### config.mk
export PLATFORM = sky130hd
export DESIGN_NAME = star_bbox_scanner_flat
export DESIGN_NICKNAME = d
export VERILOG_FILES = /design/src/rtl/star_bbox_scanner_if.sv /design/src/rtl/star_bbox_scanner.sv /design/src/flat_wrapper.sv
export SDC_FILE = /design/constraint.sdc
export NUM_CORES = 1
export LEC_CHECK = 0
export ABC_AREA = 1
export BUFFER_PORTS_ARGS = -buffer_cell sky130_fd_sc_hd__buf_2
export CORE_MARGIN = 5
export CORE_UTILIZATION = 62
export CTS_CLUSTER_DIAMETER = 200
export DETAILED_ROUTE_END_ITERATION = 10
export PLACE_DENSITY = 0.82
export SLEW_MARGIN = 20
export SYNTH_ARGS = -nofsm -noshare
export SYNTH_HDL_FRONTEND = slang
export SYNTH_SLANG_ARGS = --single-unit
### constraint.sdc
create_clock -name clk -period 6.25 [get_ports clk]
set_clock_uncertainty 0.2 [all_clocks]
set_input_delay 1.25 -clock clk [delete_from_list [all_inputs] [get_ports clk]]
set_output_delay 1.25 -clock clk [all_outputs]
set_load 0.1 [all_outputs]
### src/rtl/star_bbox_scanner_if.sv
// star_bbox_scanner_if
//   Read port of the shared frame memory used by star_bbox_scanner.
//   pixAddr : word address, y*X_RES + x (driven by the scanner)
//   pixVal  : pixel value returned a fixed number of cycles after pixAddr
//   modport master : the scanner side (drives the address)
//   modport slave  : the memory side (returns the data)
interface star_bbox_scanner_if #(
    parameter int ADDR_W = 12,
    parameter int COL_W  = 3
);
    logic [ADDR_W-1:0] pixAddr;
    logic [COL_W-1:0]  pixVal;

    modport master (output pixAddr, input pixVal);
    modport slave  (input pixAddr, output pixVal);
endinterface

### src/rtl/star_bbox_scanner.sv
// star_bbox_scanner
//   On a starFound pulse with seed (xIn, yIn) this block probes the frame
//   memory right then left along the seed row, then down then up along the
//   column at the row midpoint, and reports the star's bounding box.
//
// Ports:
//   clk, resetn      clock, synchronous active-low reset
//   starFound        start pulse; xIn/yIn sampled on the same edge
//   xIn, yIn         seed coordinates
//   mem (master)     pixAddr out / pixVal in, read latency RD_LATENCY
//   busy             high from the cycle after start until done
//   bboxFound        one-cycle done pulse
//   seedDark         seed pixel was not lit
//   mostLeft/Right   horizontal extent on the seed row
//   mostTop/Bottom   vertical extent on the midpoint column
//   midPix           (mostLeft + mostRight) >> 1
//
// Optional build macro BBOX_DIAG_EN adds bboxWidth, bboxHeight and
// probeCount (saturating count of probes issued in the last scan).
module star_bbox_scanner #(
    parameter int X_RES      = 60,
    parameter int Y_RES      = 60,
    parameter int XW         = 6,
    parameter int YW         = 6,
    parameter int ADDR_W     = 12,
    parameter int COL_W      = 3,
    parameter int THRESHOLD  = 0,
    parameter int RD_LATENCY = 1
) (
    input  logic                       clk,
    input  logic                       resetn,
    input  logic                       starFound,
    input  logic [XW-1:0]              xIn,
    input  logic [YW-1:0]              yIn,
    star_bbox_scanner_if.master        mem,
    output logic                       busy,
    output logic                       bboxFound,
    output logic                       seedDark,
    output logic [XW-1:0]              mostLeft,
    output logic [XW-1:0]              mostRight,
    output logic [YW-1:0]              mostTop,
    output logic [YW-1:0]              mostBottom,
    output logic [XW-1:0]              midPix
`ifdef BBOX_DIAG_EN
    ,
    output logic [XW:0]                bboxWidth,
    output logic [YW:0]                bboxHeight,
    output logic [15:0]                probeCount
`endif
);

    typedef enum logic [2:0] {
        IDLE, SEED, SCAN_R, SCAN_L, SCAN_D, SCAN_U, DONE
    } state_t;

    localparam int CW = 3;

    state_t            state;
    logic [CW-1:0]     wait_cnt;
    logic [YW-1:0]     y0;
    logic [ADDR_W-1:0] pix_addr;

    logic              in_seed, in_r, in_l, in_d, in_u;
    logic              eval, lit;
    logic [XW-1:0]     right_n, left_n, mid_n;
    logic [YW-1:0]     bottom_n, top_n;
    logic              need_r, need_l, need_d, need_u;
    logic              reach_l, reach_d, reach_u, row_done;
    logic [ADDR_W-1:0] next_addr;

    assign mem.pixAddr = pix_addr;

    function automatic logic [ADDR_W-1:0] addr_of(input logic [XW-1:0] x,
                                                  input logic [YW-1:0] y);
        return ADDR_W'(y) * ADDR_W'(X_RES) + ADDR_W'(x);
    endfunction

    // Evaluation: the probe address went out at the edge that started the
    // probe; pixVal is sampled once the wait counter reaches RD_LATENCY+1.
    always_comb begin
        in_seed  = (state == SEED);
        in_r     = (state == SCAN_R);
        in_l     = (state == SCAN_L);
        in_d     = (state == SCAN_D);
        in_u     = (state == SCAN_U);
        eval     = (in_seed || in_r || in_l || in_d || in_u) &&
                   (wait_cnt == CW'(RD_LATENCY + 1));
        lit      = (mem.pixVal > COL_W'(THRESHOLD));

        right_n  = (in_r && lit) ? mostRight + XW'(1)  : mostRight;
        left_n   = (in_l && lit) ? mostLeft - XW'(1)   : mostLeft;
        bottom_n = (in_d && lit) ? mostBottom + YW'(1) : mostBottom;
        top_n    = (in_u && lit) ? mostTop - YW'(1)    : mostTop;
        mid_n    = XW'(({1'b0, left_n} + {1'b0, right_n}) >> 1);

        // Directions with nothing left to probe (image edge or dark
        // pixel) fall through to the next one on the same edge, so a
        // skipped direction costs no cycles.
        need_r   = (in_seed || in_r) && lit && (32'(right_n) < X_RES - 1);
        reach_l  = ((in_seed && lit) || in_r) && !need_r;
        need_l   = (reach_l || (in_l && lit)) && (left_n != '0);
        reach_d  = (reach_l || in_l) && !need_l;
        need_d   = (reach_d || (in_d && lit)) && (32'(bottom_n) < Y_RES - 1);
        reach_u  = (reach_d || in_d) && !need_d;
        need_u   = (reach_u || (in_u && lit)) && (top_n != '0);
        row_done = (in_seed || in_r || in_l) && !need_r && !need_l;

        next_addr = pix_addr;
        if (need_r)
            next_addr = addr_of(right_n + XW'(1), y0);
        else if (need_l)
            next_addr = addr_of(left_n - XW'(1), y0);
        else if (need_d)
            next_addr = addr_of(mid_n, bottom_n + YW'(1));
        else if (need_u)
            next_addr = addr_of(mid_n, top_n - YW'(1));
    end

    always_ff @(posedge clk) begin
        if (!resetn) begin
            state      <= IDLE;
            wait_cnt   <= '0;
            y0         <= '0;
            pix_addr   <= '0;
            busy       <= 1'b0;
            bboxFound  <= 1'b0;
            seedDark   <= 1'b0;
            mostLeft   <= '0;
            mostRight  <= '0;
            mostTop    <= '0;
            mostBottom <= '0;
            midPix     <= '0;
`ifdef BBOX_DIAG_EN
            bboxWidth  <= '0;
            bboxHeight <= '0;
            probeCount <= '0;
`endif
        end else if (starFound) begin
            state      <= SEED;
            wait_cnt   <= '0;
            y0         <= yIn;
            pix_addr   <= addr_of(xIn, yIn);
            busy       <= 1'b1;
            bboxFound  <= 1'b0;
            seedDark   <= 1'b0;
            mostLeft   <= xIn;
            mostRight  <= xIn;
            mostTop    <= yIn;
            mostBottom <= yIn;
            midPix     <= xIn;
`ifdef BBOX_DIAG_EN
            probeCount <= 16'd1;
`endif
        end else begin
            case (state)
                IDLE: begin
                end
                DONE: begin
                    bboxFound <= 1'b0;
                    state     <= IDLE;
                end
                default: begin
                    if (!eval) begin
                        wait_cnt <= wait_cnt + CW'(1);
                    end else begin
                        wait_cnt   <= CW'(1);
                        mostRight  <= right_n;
                        mostLeft   <= left_n;
                        mostBottom <= bottom_n;
                        mostTop    <= top_n;
                        pix_addr   <= next_addr;
                        if (row_done)
                            midPix <= mid_n;
`ifdef BBOX_DIAG_EN
                        if ((need_r || need_l || need_d || need_u) &&
                            (probeCount != '1))
                            probeCount <= probeCount + 16'd1;
`endif
                        if (need_r)
                            state <= SCAN_R;
                        else if (need_l)
                            state <= SCAN_L;
                        else if (need_d)
                            state <= SCAN_D;
                        else if (need_u)
                            state <= SCAN_U;
                        else begin
                            state     <= DONE;
                            busy      <= 1'b0;
                            bboxFound <= 1'b1;
                            seedDark  <= in_seed && !lit;
`ifdef BBOX_DIAG_EN
                            bboxWidth  <= {1'b0, right_n} - {1'b0, left_n} + (XW+1)'(1);
                            bboxHeight <= {1'b0, bottom_n} - {1'b0, top_n} + (YW+1)'(1);
`endif
                        end
                    end
                end
            endcase
        end
    end

endmodule

### src/flat_wrapper.sv
// flat-port wrapper written by rule: the top's interface ports become plain ports
module star_bbox_scanner_flat 
#(
    parameter int X_RES      = 60,
    parameter int Y_RES      = 60,
    parameter int XW         = 6,
    parameter int YW         = 6,
    parameter int ADDR_W     = 12,
    parameter int COL_W      = 3,
    parameter int THRESHOLD  = 0,
    parameter int RD_LATENCY = 1
)
  (clk, resetn, starFound, xIn, yIn, busy, bboxFound, seedDark, mostLeft, mostRight, mostTop, mostBottom, midPix, mem_pixAddr, mem_pixVal);
  star_bbox_scanner_if #(.ADDR_W(ADDR_W), .COL_W(COL_W)) mem_i ();
  input  logic clk;
  input  logic resetn;
  input  logic starFound;
  input  logic [XW-1:0] xIn;
  input  logic [YW-1:0] yIn;
  output logic busy;
  output logic bboxFound;
  output logic seedDark;
  output logic [XW-1:0] mostLeft;
  output logic [XW-1:0] mostRight;
  output logic [YW-1:0] mostTop;
  output logic [YW-1:0] mostBottom;
  output logic [XW-1:0] midPix;
  output wire logic [$bits(mem_i.pixAddr)-1:0] mem_pixAddr;
  input wire logic [$bits(mem_i.pixVal)-1:0] mem_pixVal;
  assign mem_pixAddr = mem_i.pixAddr;
  assign mem_i.pixVal = mem_pixVal;
  star_bbox_scanner #(.X_RES(X_RES), .Y_RES(Y_RES), .XW(XW), .YW(YW), .ADDR_W(ADDR_W), .COL_W(COL_W), .THRESHOLD(THRESHOLD), .RD_LATENCY(RD_LATENCY)) u_core (.clk(clk), .resetn(resetn), .starFound(starFound), .xIn(xIn), .yIn(yIn), .mem(mem_i), .busy(busy), .bboxFound(bboxFound), .seedDark(seedDark), .mostLeft(mostLeft), .mostRight(mostRight), .mostTop(mostTop), .mostBottom(mostBottom), .midPix(midPix));
endmodule
# Yosys cells after proc, flatten, opt, wreduce, memory -nomap -nowiden
# Index checks and enable logic that the tools add are counted.
[word_totals]
regBits = 57
input_bits = 18
word_cells = 156
[classes]
add_sub_neg = 15
mul = 4
order_cmp = 3
n_eq_ne = 17
mux = 48
n_bitwise = 7
reduce_logical = 49
[ops]
columns = ["cell", "count"]
rows = [
  ["$mux 6", 20],
  ["$mux 12", 7],
  ["$add 12x6->12", 5],
  ["$mul 6x4->10 const B", 4],
  ["$add 6x1->6 const B", 4],
  ["$sub 6x1->6 const B", 4],
  ["$ne 2x2->1 const B", 9],
  ["$reduce_and 6->1", 3],
  ["$logic_and 1x1->1", 17],
  ["$mux 3", 5],
  ["$mux 1", 13],
  ["$lt 6x6->1 const B", 2],
  ["$reduce_bool 6->1", 2],
  ["$logic_or 1x1->1", 10],
  ["$eq 3x2->1 const B", 3],
  ["$eq 3x3->1 const B", 3],
  ["$add 6x6->7", 1],
  ["$not 1->1", 7],
  ["$pmux 3 s2", 1],
  ["$reduce_and 2->1", 3],
  ["$reduce_and 3->1", 2],
  ["$reduce_bool 2->1", 3],
  ["$reduce_bool 5->1", 1],
  ["$logic_not 1->1", 4],
  ["9 further kinds", 10],
]

# Longest topological paths before layout
[logic_depth]
word_depth = 24
mapped_depth = 39

# Least setup slack after synthesis
# OpenSTA, ideal clock, no wires.
[synth_timing]
path_kind = "input to register"
startpoint = "in mem_pixVal[1]"
endpoint = "reg u_core.pix_addr[11] (netlist: u_core.mem.pixAddr[11])"
setup_time_ps = 71
arrival_time_ps = 5583
path_slack_ps = 396
path_stages = 34
n_path_buf = 0
cell_sequence = "inv_1 > nand2_1 > nand2_2 > o21ai_0 > inv_1 > ha_1 > or2_2 > nand2_1 > inv_1 > ha_1 > xor2_1 > fa_1 > inv_1 > ha_1 > a21oi_1 > nand2_1 > a21oi_1 > o21bai_1 > nand2_1 > nand2_1 > a21oi_1 > xor2_1 > nand3_1 > nand2_1 > nor2_1 > nand3_1 > nand2_1 > inv_1 > nand2_1 > nand2_1 > nand2_1 > nand2_1 > nand2_1 > a21oi_1"
[synth_via]
elab_chain_cells = 19
[synth_rtl]
columns = ["item", "line", "text"]
rows = [
  ["start: declaration", "flat_wrapper.sv:29", "input wire logic [$bits(mem_i.pixVal)-1:0] mem_pixVal;"],
  ["$gt 3x1->1 *", "star_bbox_scanner.sv:88", "lit = (mem.pixVal > COL_W'(THRESHOLD));"],
  ["branches (longest 18 deep; another with $add 12x6->12)", "--", ""],
  ["end signal: assignment", "star_bbox_scanner.sv:142", "pix_addr <= addr_of(xIn, yIn);"],
  ["end signal: assignment", "star_bbox_scanner.sv:171", "pix_addr <= next_addr;"],
  ["end: declaration", "star_bbox_scanner.sv:61", "logic [ADDR_W-1:0] pix_addr;"],
]
# Mark *: on every way between the ends. The select of a mux whose other input is x is not followed.
# A chain may end at the register's enable or synchronous reset.

# Worst setup path in the final report
[layout_timing]
startpoint = "in mem_pixVal[0]"
endpoint = "reg u_core.pix_addr[11] (netlist: u_core.mem.pixAddr[11])"
# The elaborated chain is that of the path after synthesis.

==> run metrics <==
Mapped Nets=1141; Antenna diodes=0; Async SR Flop Fraction=0; # nets final=1210; WS Path Type=input pin to flop; wire length per cell=15.7 µm; Post-synth top flop=dfxtp_1; GR Util met2=0.489; sequential power share=0.182; antenna-violating nets left=0; FF+latch count, synth=57; Bufs on Longest Clock Path=2; starting density of the core=0.625; pwr dens=290 mW/mm²; # rows=39; cell mode on critical path=nand2_1; Post-Syn Area per Cell=6.99 µm²; first-pass GRT wire length=31.4 mm; WP data required=6.31 ns; Slew @ Worst Pin=0.865 ns; max incr delay on CP=0.51 ns; CTS tree=yes; Die X=117 µm; core area=0.0113 mm²; die height=117 µm; Final Slew Violations=0; Worst-path clk slew=0.06 ns; vias per cell=5.67; Die Area=0.0136 mm²; arrival time worst endpoint=5.74 ns; layout cells sized above 1=0.142; fraction of the cycle the final worst path needs=0.910; CP Launch Type=input pin; clock share of power=0.239; met3 global-route usage=0.0554; Synth cell types=56; DR vias=6949; Comb power frac=0.579; drt pass-1 iters=5; Final min period=5.69 ns; 1st-iter DRT viols=474; CTS Buf Count=9; Sw Ratio=0.485; Sw Pwr=1.11 mW; Seq. cell area=0.00114 mm²; Global Route Usage Sum=0.291; root cell of the clock tree=clkbuf_16; Crit Path Max Fanout=4; clock sinks=57; initial antenna violation count=0; DRC viols=0; Peak Freq=0.176 GHz; Finish-stage setup viols=0; area delta synth->final=12.6%; number of max-cap violations=0; CP endpoint kind=flop; gr busiest metal=met2; vias in the first global route=6608; Hold Vio Cnt, Final=0; RSZ-0062 raised after global routing=false; pin count of the biggest net entering global routing=34; Multi-input gate area=0.00517 mm²; Placer Congestion=0.985; sequential-to-total area share from yosys stat=0.162; YS warnings=0; Clk Latency, worst-skew pair=0.33 ns; Critical-path top delay cell=fa_1; run status=finished, final reports clean; Fill cells=944; P_int=1.18 mW; max_slew headroom=0.423; Boundary Pins=63; GR Util met1=0.371; Gate Count Post-Synth=1009; WL final=19.3 mm; IO Port Bufs=62; htree depth=3; maximum VDD drop=0.000225 V; cts hold-fix bufs=0; setup tns final=0 ns; total congestion overflow=0; Hold Crit Class=flop to flop; Design Power=2.30 mW; Mapped Area=0.00705 mm²; DP HPWL=14.7 mm; count of flip-flops with a built-in enable after synthesis=0; Leakage=4.10 nW
-- final timing paths --
| path | slack [ns] | from | endpoint | depth (start not counted) |
|---|---|---|---|---|
| setup reg to reg | 0.90 | u_core.state[2] | u_core.mem.pixAddr[10] | 35 |
| hold reg to reg | 0.26 | u_core.seedDark | u_core.seedDark | 2 |
| hold / removal | 0.26 | u_core.seedDark | u_core.seedDark | 2 |
| setup / recovery | 0.56 | mem_pixVal[0] | u_core.mem.pixAddr[11] | 35 |
-- sequential cells by signal, indices dropped and copies added (netlist names) --
register and count:
u_core.mem.pixAddr 12, u_core.midPix 6, u_core.mostBottom 6, u_core.mostLeft 6, u_core.mostRight 6, u_core.mostTop 6, u_core.y0 6, u_core.state 3
u_core.wait_cnt 3, u_core.bboxFound 1, u_core.busy 1, u_core.seedDark 1
-- repair_timing --
item                                    CTS  global route
gates resized for setup                   0            12
endpoints found under the setup margin    0             1
setup buffers                             0             0
-- cells by family after synthesis --
group / after synthesis / share of synthesized area
AND/OR/NAND/NOR: 376 / 0.240
buffers and inverters: 204 / 0.112
AO/OA/AOI/OAI: 182 / 0.152
adder cells (fa/ha/maj): 114 / 0.235
XOR/XNOR: 75 / 0.0969
flip-flops: 57 / 0.162
multiplexers: 1 / 0.00142
-- synthesized netlist by cell type, drive strengths merged, types with 19 or more instances --
cell / n / share of area
fa: 31 / 0.088
ha: 83 / 0.15
a21oi: 70 / 0.050
nor2: 73 / 0.044
xor2: 56 / 0.073
inv: 183 / 0.098
xnor2: 19 / 0.024
dfxtp: 57 / 0.16
nand2: 226 / 0.13
nand3: 47 / 0.037
a31oi: 22 / 0.020
o21ai: 53 / 0.039
-- power by group through the flow --
stage | sequential (mW) | clock [mW] | combinational (mW)
after detailed placement | 0.425 | 0 | 1.30
after CTS | 0.418 | 0.550 | 1.32
after global placement | 0.425 | 0 | 1.28
final | 0.419 | 0.549 | 1.33
after global routing | 0.423 | 0.568 | 1.48
after floorplan | 0.595 | 0 | 0.849
-- through the flow --
stage,instance area (µm²),hold slack [ns],cells,setup WS [ns],util
global placement,7550,0.252,1210,0.218,0.670
CTS,7880,0.262,1226,0.433,0.699
global route,7940,0.285,1226,0.0294,0.704
detailed placement,7550,0.252,1210,0.0885,0.670
finish,7940,0.258,1226,0.564,0.704
floorplan,7050,0.251,1009,0.396,-
-- layout by cell type (no fill, tap or decap), drive strengths merged, types with 2 or more instances in the layout --
cell	Yosys	routed
nand2	226	226
bufinv	0	2
xnor2	19	19
nand3	47	47
nor4	2	2
o21bai	5	5
fa	31	31
o21a	2	2
nor2	73	73
and2	5	5
a31oi	22	22
o31ai	2	2
o211ai	8	8
o221ai	2	2
inv	183	184
xor2	56	56
clkbuf	10	10
nor3	6	6
o21ai	53	53
dfxtp	57	57
clkinv	2	4
nand4	4	4
a21oi	70	70
a221oi	3	3
o22ai	2	2
or2	7	7
nand3b	6	6
a211oi	8	8
ha	83	83
buf	9	77
-- routing by layer --
metal / wire [µm] / vias to the layer above
met4: 522 / 0
met2: 9160 / 294
met3: 1480 / 50
li1: - / 3371
met5: 0 / -
met1: 8090 / 3234
-- worst max-delay path, delay by kind of cell --
kind / cells / cell delay, ns
buffers and inverters: 5 / 0.35
xor gates and xnor gates: 3 / 0.51
AOI/OAI and AO/OA: 5 / 0.69
and+or+nand+nor: 18 / 1.55
adders and majority gates: 4 / 1.37
-- cell type report --
class / instances / share of cell area
clock buffer: 10 / 0.0301
clock inverter: 6 / 0.0114
inverter: 185 / 0.0878
multi-input combinational: 748 / 0.651
sequential: 57 / 0.144
tap: 143 / 0.0225
timing repair buffer: 77 / 0.0533
Power figures use the tool's default switching activity.
